===== src/rtl/mem_ctrl.sv =====
// mem_ctrl: arbitrates one byte-wide synchronous RAM port between the
// instruction-fetch stage and the load/store stage. Each access is sequenced
// one byte per cycle and returned as a little-endian 32-bit word.
module mem_ctrl #(
    parameter int ADDR_W = 17
) (
    input  logic              clk,
    input  logic              rst,
    input  logic              if_req,
    input  logic [31:0]       if_addr,
    input  logic              if_flush,
    output logic [31:0]       if_data,
    output logic              if_done,
    input  logic              mem_req,
    input  logic              mem_we,
    input  logic [31:0]       mem_addr,
    input  logic [1:0]        mem_sel,
    input  logic [31:0]       mem_wdata,
    output logic [31:0]       mem_rdata,
    output logic              mem_done,
    output logic [ADDR_W-1:0] ram_addr,
    output logic              ram_we,
    output logic [7:0]        ram_wdata,
    input  logic [7:0]        ram_rdata
);

    localparam logic [1:0] IDLE = 2'd0;
    localparam logic [1:0] XFER = 2'd1;
    localparam logic [1:0] DONE = 2'd2;

    logic [1:0]        state;
    logic              owner_mem;   // 1 = access belongs to MEM, 0 = IF
    logic              is_write;
    logic [2:0]        count;       // bytes in this access: 1, 2 or 4
    logic [2:0]        k;           // current byte index
    logic [2:0]        k_next;
    logic [ADDR_W-1:0] base;
    logic [ADDR_W-1:0] next_addr;
    logic [31:0]       wbuf;
    logic [31:0]       rbuf;
    logic [31:0]       assembled;

    // Address bits above the RAM width are dropped; the RAM wraps silently.
    logic unused_addr_bits;
    assign unused_addr_bits = ^{if_addr[31:ADDR_W], mem_addr[31:ADDR_W]};

    function automatic logic [2:0] byte_count(input logic [1:0] sel);
        case (sel)
            2'd0:    return 3'd1;
            2'd1:    return 3'd2;
            default: return 3'd4;
        endcase
    endfunction

    function automatic logic [7:0] byte_lane(input logic [31:0] word, input logic [1:0] idx);
        case (idx)
            2'd0:    return word[7:0];
            2'd1:    return word[15:8];
            2'd2:    return word[23:16];
            default: return word[31:24];
        endcase
    endfunction

    assign k_next    = k + 3'd1;
    assign next_addr = base + ADDR_W'(k_next);

    // Merge the byte returned for the previous address into its lane.
    always_comb begin
        assembled = rbuf;
        case (k)
            3'd1:    assembled[7:0]   = ram_rdata;
            3'd2:    assembled[15:8]  = ram_rdata;
            3'd3:    assembled[23:16] = ram_rdata;
            3'd4:    assembled[31:24] = ram_rdata;
            default: ;
        endcase
    end

    // Arbitration, byte sequencing and registered outputs.
    always_ff @(posedge clk) begin
        if (!rst) begin
            state     <= IDLE;
            k         <= 3'd0;
            owner_mem <= 1'b0;
            is_write  <= 1'b0;
            count     <= 3'd0;
            base      <= '0;
            wbuf      <= '0;
            rbuf      <= '0;
            if_data   <= '0;
            mem_rdata <= '0;
            ram_addr  <= '0;
            ram_wdata <= '0;
            if_done   <= 1'b0;
            mem_done  <= 1'b0;
            ram_we    <= 1'b0;
        end else begin
            if_done  <= 1'b0;
            mem_done <= 1'b0;
            ram_we   <= 1'b0;
            case (state)
                IDLE: begin
                    // MEM holds the older instruction, so it always wins.
                    if (mem_req) begin
                        owner_mem <= 1'b1;
                        is_write  <= mem_we;
                        count     <= byte_count(mem_sel);
                        base      <= mem_addr[ADDR_W-1:0];
                        wbuf      <= mem_wdata;
                        rbuf      <= '0;
                        k         <= 3'd0;
                        state     <= XFER;
                        ram_addr  <= mem_addr[ADDR_W-1:0];
                        ram_we    <= mem_we;
                        ram_wdata <= mem_wdata[7:0];
                    end else if (if_req && !if_flush) begin
                        owner_mem <= 1'b0;
                        is_write  <= 1'b0;
                        count     <= 3'd4;
                        base      <= if_addr[ADDR_W-1:0];
                        rbuf      <= '0;
                        k         <= 3'd0;
                        state     <= XFER;
                        ram_addr  <= if_addr[ADDR_W-1:0];
                    end
                end
                XFER: begin
                    if (!owner_mem && if_flush) begin
                        // Abandon the fetch; if_data keeps its previous word.
                        state <= IDLE;
                        k     <= 3'd0;
                    end else if (is_write) begin
                        if (k_next < count) begin
                            k         <= k_next;
                            ram_we    <= 1'b1;
                            ram_addr  <= next_addr;
                            ram_wdata <= byte_lane(wbuf, k_next[1:0]);
                        end else begin
                            state    <= DONE;
                            k        <= 3'd0;
                            mem_done <= 1'b1;
                        end
                    end else begin
                        // Reads run one cycle behind the address stream.
                        if (k != 3'd0) begin
                            rbuf <= assembled;
                        end
                        if (k == count) begin
                            state <= DONE;
                            k     <= 3'd0;
                            if (owner_mem) begin
                                mem_rdata <= assembled;
                                mem_done  <= 1'b1;
                            end else begin
                                if_data <= assembled;
                                if_done <= 1'b1;
                            end
                        end else begin
                            k <= k_next;
                            if (k_next < count) begin
                                ram_addr <= next_addr;
                            end
                        end
                    end
                end
                DONE: begin
                    state <= IDLE;
                end
                default: begin
                    state <= IDLE;
                    k     <= 3'd0;
                end
            endcase
        end
    end

endmodule


===== config.mk =====
export PLATFORM = sky130hd
export DESIGN_NAME = mem_ctrl
export DESIGN_NICKNAME = d
export VERILOG_FILES = /design/src/rtl/mem_ctrl.sv
export SDC_FILE = /design/constraint.sdc
export NUM_CORES = 1
export LEC_CHECK = 0
export ABC_AREA = 1
export CAP_MARGIN = 20
export CORE_ASPECT_RATIO = 1.1
export CORE_MARGIN = 5
export CORE_UTILIZATION = 24
export CTS_CLUSTER_DIAMETER = 40
export DETAILED_ROUTE_END_ITERATION = 8
export PLACE_DENSITY = 0.42
export SYNTH_ARGS = -nofsm -noshare
export SYNTH_HDL_FRONTEND = slang
export SYNTH_SLANG_ARGS = --single-unit

===== constraint.sdc =====
create_clock -name clk -period 5.2 [get_ports clk]
set_input_delay 0.52 -clock clk [delete_from_list [all_inputs] [get_ports clk]]
set_output_delay 0.52 -clock clk [all_outputs]
set_load 0.02 [all_outputs]

# Word level (Yosys, flattened, before mapping)

Index checks and enable logic that the tools add are counted.

Flip-flop bits (word level): 183

Add/sub/neg operators: 2
Order comparisons: 1
Eq/ne operators: 20
Mux-type cells: 53
Bitwise logic cells: 7
Reductions and logical operators: 21

Operators by type and width:

| operator             | count |
|---|---|
| $mux W32             | 5 |
| $mux W17             | 6 |
| $mux W8              | 8 |
| $pmux W32 S2         | 1 |
| $pmux W17 S2         | 1 |
| $mux W3              | 8 |
| $pmux W8 S3          | 1 |
| $reduce_and A5 Y1    | 4 |
| $add A17 B3 Y17      | 1 |
| $pmux W8 S2          | 1 |
| $mux W1              | 12 |
| $mux W2              | 6 |
| $ne A2 B2 Y1 const B | 6 |
| $pmux W3 S3          | 1 |
| $ne A4 B4 Y1 const B | 2 |
| $not A1 Y1           | 7 |
| $eq A2 B1 Y1 const B | 3 |
| $eq A3 B2 Y1 const B | 2 |
| $logic_not A2 Y1     | 3 |
| $ne A3 B3 Y1 const B | 2 |
| $pmux W3 S2          | 1 |
| $reduce_and A2 Y1    | 3 |
| $reduce_or A5 Y1     | 1 |
| $eq A2 B2 Y1 const B | 2 |
| 14 further kinds     | 17 |

# Depth between registers and ports, before layout

Depth after elaboration: 7
Depth in mapped cells: 15
Mapped depth without buffers: 14

# Least setup slack after synthesis

No wires, ideal clock.

Path kind: reg2reg
From: register k[1]
To: register ram_addr[16]
Setup time: 0.132 ns
Data arrival time: 2.036 ns
Slack: 3.032 ns
Stages on the path, launching flop included: 13
Cells stage by stage: dfxtp_1 > inv_1 > ha_1 > inv_1 > fa_1 > inv_1 > nand3_1 > nand2_1 > nand2_1 > o21ai_0 > nand3_1 > nand2_1 > a21oi_1

Cells in the longest elaborated chain, start to end: 7
Elaborated cells between the ends (all ways): 11

RTL lines:

| item                                                   | RTL line     | text |
|---|---|---|
| start: declaration                                     | 35           | `logic [2:0] k;` |
| start signal: assignment                               | 134          | `k <= k_next;` |
| start signal: assignment                               | 159          | `k <= k_next;` |
| $add A3 B1 Y3                                          | 64           | `assign k_next = k + 3'd1;` |
| $add A17 B3 Y17 / $lt A3 B3 Y1 (equally long branches) | 65, 133, 160 |  |
| $mux W17                                               | 133, 160     |  |
| $mux W17                                               | 148          | `if (k == count) begin` |
| $mux W17                                               | 132          | `end else if (is_write) begin` |
| $mux W17                                               | 128          | `if (!owner_mem && if_flush) begin` |
| $pmux W17 S2                                           | 101          | `case (state)` |
| end signal: assignment                                 | 113          | `ram_addr <= mem_addr[ADDR_W-1:0];` |
| end signal: assignment                                 | 124          | `ram_addr <= if_addr[ADDR_W-1:0];` |
| end signal: assignment                                 | 136          | `ram_addr <= next_addr;` |
| end: declaration                                       | 21           | `output logic [ADDR_W-1:0] ram_addr,` |

Parallel ways exist; a longest one is shown, timed or not. The select of a mux whose other input is x is not followed.
A chain may end at the register's enable or synchronous reset.

# Final worst setup path

From: register state[0]
To: register mem_rdata[4]

Cells in the longest elaborated chain, start to end: 2

RTL lines:

| item                               | RTL line | text |
|---|---|---|
| start: declaration                 | 31       | `logic [1:0] state;` |
| start signal: assignment           | 82       | `state <= IDLE;` |
| start signal: assignment           | 112      | `state <= XFER;` |
| start signal: assignment           | 123      | `state <= XFER;` |
| $eq A2 B1 Y1                       | 101      |  |
| $reduce_and A5 Y1 (no source line) | --       |  |
| end signal: assignment             | 152      | `mem_rdata <= assembled;` |
| end: declaration                   | 19       | `output logic [31:0] mem_rdata,` |

Every way passes these cells.

==> flow_summary_export.csv <==
group,metric,value,unit
sta,hold_ws,455,ps
clock_network,htree_levels,4,
global_route,track_usage,14.2,%
cells_and_area,fill_cells,3742,
clock_network,cts_root_buf,"clkbuf_16",
floorplanning,die_y,206,um
synth,seq_area_frac_synth,43.9,%
clock_network,cts_resized,0,
critical_path,worst_path_largest_cell_delay,730,ps
hold_path,min_from,"rbuf[6]$_SDFFE_PN0P_",
power,pwr-share-clk,38.3,%
floorplanning,rows,71,
floorplanning,die_x,188,um
synth,syn_inst,1193,
power,swShare,29.8,%
sta,setup_viol,0,
synth,synth-simple-area-share,25.2,%
detailed_routing,postRouteAntennaNets,0,
synth,synthTopCellsByArea,"dfxtp_1 (44%), nand2_1 (13%), a21oi_1 (8.9%), o21ai_0 (7.2%), nor2_1 (5.7%)",
floorplanning,dieArea,38600,um2
floorplanning,core-area,34300,um2
power,intPower,2.60,mW
floorplanning,pin_count,204,
synth,synth_top_family_by_area,"simple AND/OR/NAND/NOR gates",
floorplanning,start_util,24.3,%
critical_path,path_class,"register to register",
synth,synth_top_cell_by_area,"dfxtp_1",
clock_network,clkTransAtPathRegs,70,ps
critical_path,setup.worst_path.start,"state[0]$_SDFFE_PN0P_",
synth,synth_area,8340,um2
synth,async_flop_share,0,%
sta,final.setup.tns,0,ps
critical_path,worst_setup_path_start_kind,"register",
flow_run,cap_violations,0,
sta,slew_headroom,34.2,%
synth,synth_top_area_share,43.9,%
synth,synth_edf_count,0,
cells_and_area,utilization,32.2,%
sta,min_period_over_period,56.7,%
cells_and_area,drive_gt1_share,4.79,%
synth,synth_compound_area_share,18.8,%
power,power.leakage,4.40,nW
clock_network,cts.sinks,183,
place,portBuffers,173,
synth,synth-xor-area-share,0.630,%
cells_and_area,num-nets-final,1451,
synth,ys_warn_count,0,
critical_path,path_cells,"inv_1, nor2_4, nand4_1, nor2_2, inv_1, nand2_1, a21oi_1",
power,power.density,336,nW/um2
hold_path,hold_path.class,"register to register",
sta,hold_viol_final,0,
sta,grt_setup_unrepaired,"no",
critical_path,worst_ep_required_time,5480,ps
power,power_frac_comb,19.3,%
detailed_routing,remaining_drc_errors,0,
sta,finalWorstSetupSlack,2250,ps
detailed_routing,vias,7900,
place,place_hpwl,19200,um
power,power_switching,1.10,mW
clock_network,clk_latency,430,ps
place,place_congestion,0.755,
global_route,grt_max_degree,92,
clock_network,cts_tree,"built",
detailed_routing,drt-initial-drc-count,443,
place,preCtsSetupSlack,2030,ps
sta,fin_crit,2950,ps
critical_path,arrival,3230,ps
power,p_seq_share,42.4,%
clock_network,cts.path.max_buffers,2,
synth,synth_adder_area_share,2.19,%
synth,yosysMostFrequentCell,"nand2_1",
power,peakVddDrop,0.000219,V
run_status,status,"complete, no violations",
synth,syn_avg_cell_area,6.99,um2
detailed_routing,drtPass1Iterations,5,
sta,clock_skew,14.5,ps
global_route,grt_pass1_wl,43300,um
critical_path,crit_slowest_cell,"nor2_2",
detailed_routing,routedWlPerCell,15.8,um
synth,ys_seq_elements,183,
clock_network,cts_setup_buffers,0,
synth,yosys-top-cells-count,"nand2_1 (293), dfxtp_1 (183), a21oi_1 (149), nor2_1 (126), o21ai_0 (120)",
global_route,antenna_found_initial,2,
critical_path,crit_fanout,23,
synth,ys_types,36,
clock_network,numCtsBuffers,17,
synth,syn_nets,1319,
critical_path,crit_top_cell,"inv_1",
detailed_routing,routed_wl,28000,um
detailed_routing,via_per_inst,4.45,
critical_path,endpoint_kind,"register",
global_route,grt_pass1_vias,7634,
critical_path,r2r-start,"state[0]$_SDFFE_PN0P_",
global_route,grt_overflow,0,
synth,synthFlopType,"dfxtp_1",
sta,max_slew.worst_pin.slew,986,ps
synth,synthMuxAreaShare,0.960,%
sta,max_freq,339,MHz
cells_and_area,synthToLayoutAreaGrowth,32.2,%
clock_network,cts_hold_buf,0,
sta,drv_slew,0,
[flip-flops by register name, indices dropped and copies added, names as in the netlist]
name       count
owner_mem      1
ram_we         1
state          2
base          17
if_data       32
mem_rdata     32
wbuf          32
is_write       1
count          3
mem_done       1
k              3
if_done        1
ram_wdata      8
ram_addr      17
rbuf          32
[critical path: cells and delay by family (launching register included)]
| family | cells | cell delay [ps] |
|---|---|---|
| AO/OA/AOI/OAI | 1 | 70 |
| buffers and inverters | 2 | 650 |
| flip-flops | 1 | 350 |
| AND/OR/NAND/NOR | 4 | 1730 |
[layer usage]
metal / wire length, um / track usage (%)
met4: 306 / 3.88
met2: 13300 / 24.0
met3: 1120 / 3.16
met5: 0 / 0
met1: 13300 / 18.5
[placed cells by master (no fill, tap or decap), drive strengths merged, types with 9 or more instances in the layout]
master	n
clkdlybuf4s50	172
nand2	299
inv	109
a21oi	149
nand3	49
ha	13
nor2	131
o21ai	121
buf	11
or2	16
o211ai	9
dfxtp	183
clkbuf	19
a211oi	16
[path summary, 6_finish.rpt]
| check | cells past startpoint | to | slack (ps) |
|---|---|---|---|
| setup / recovery | 7 | mem_rdata[4]$_SDFFE_PN0P_ | 2250 |
| hold reg to reg | 2 | rbuf[6]$_SDFFE_PN0P_ | 460 |
| setup reg to reg | 7 | mem_rdata[4]$_SDFFE_PN0P_ | 2250 |
| hold / removal | 2 | rbuf[6]$_SDFFE_PN0P_ | 460 |
[area by class of cell]
cell class | count | area [um2] | area share [%]
clock buffers | 19 | 443 | 4.02
well taps | 438 | 548 | 4.97
multi-input cells | 835 | 3990 | 36.1
inverters | 105 | 394 | 3.57
clock inverters | 12 | 188 | 1.70
flip-flops and latches | 183 | 3660 | 33.2
repair buffers | 183 | 1800 | 16.3
diodes | 2 | 5.00 | 0.0454
[cells by family (layout without fill, tap and decap cells)]
kind of cell / count (synthesis) / count (layout)
compound gates: 298 / 298
fa+ha+maj: 14 / 14
flops: 183 / 183
mux: 8 / 8
simple gates: 509 / 509
buf+inv: 175 / 319
xor+xnor: 6 / 6
other cells: 0 / 2
[per-stage QoR]
step / power, mW / cells / instance area [um2]
finish: 3.71 / 1777 / 11000
global route: 3.91 / 1777 / 11000
CTS: 3.77 / 1775 / 11000
detailed placement: 2.33 / 1744 / 10400
global placement: 2.33 / 1744 / 10400
floorplan: 2.04 / 1193 / 8340
[power groups by stage]
stage	sequential (mW)	combinational, mW	clock, mW
after floorplan	1.64	0.405	0
after global placement	1.60	0.727	0
after detailed placement	1.60	0.729	0
after CTS	1.57	0.733	1.47
after global routing	1.58	0.809	1.52
final	1.57	0.717	1.42
Note: power is estimated with default switching activity, not from simulation.
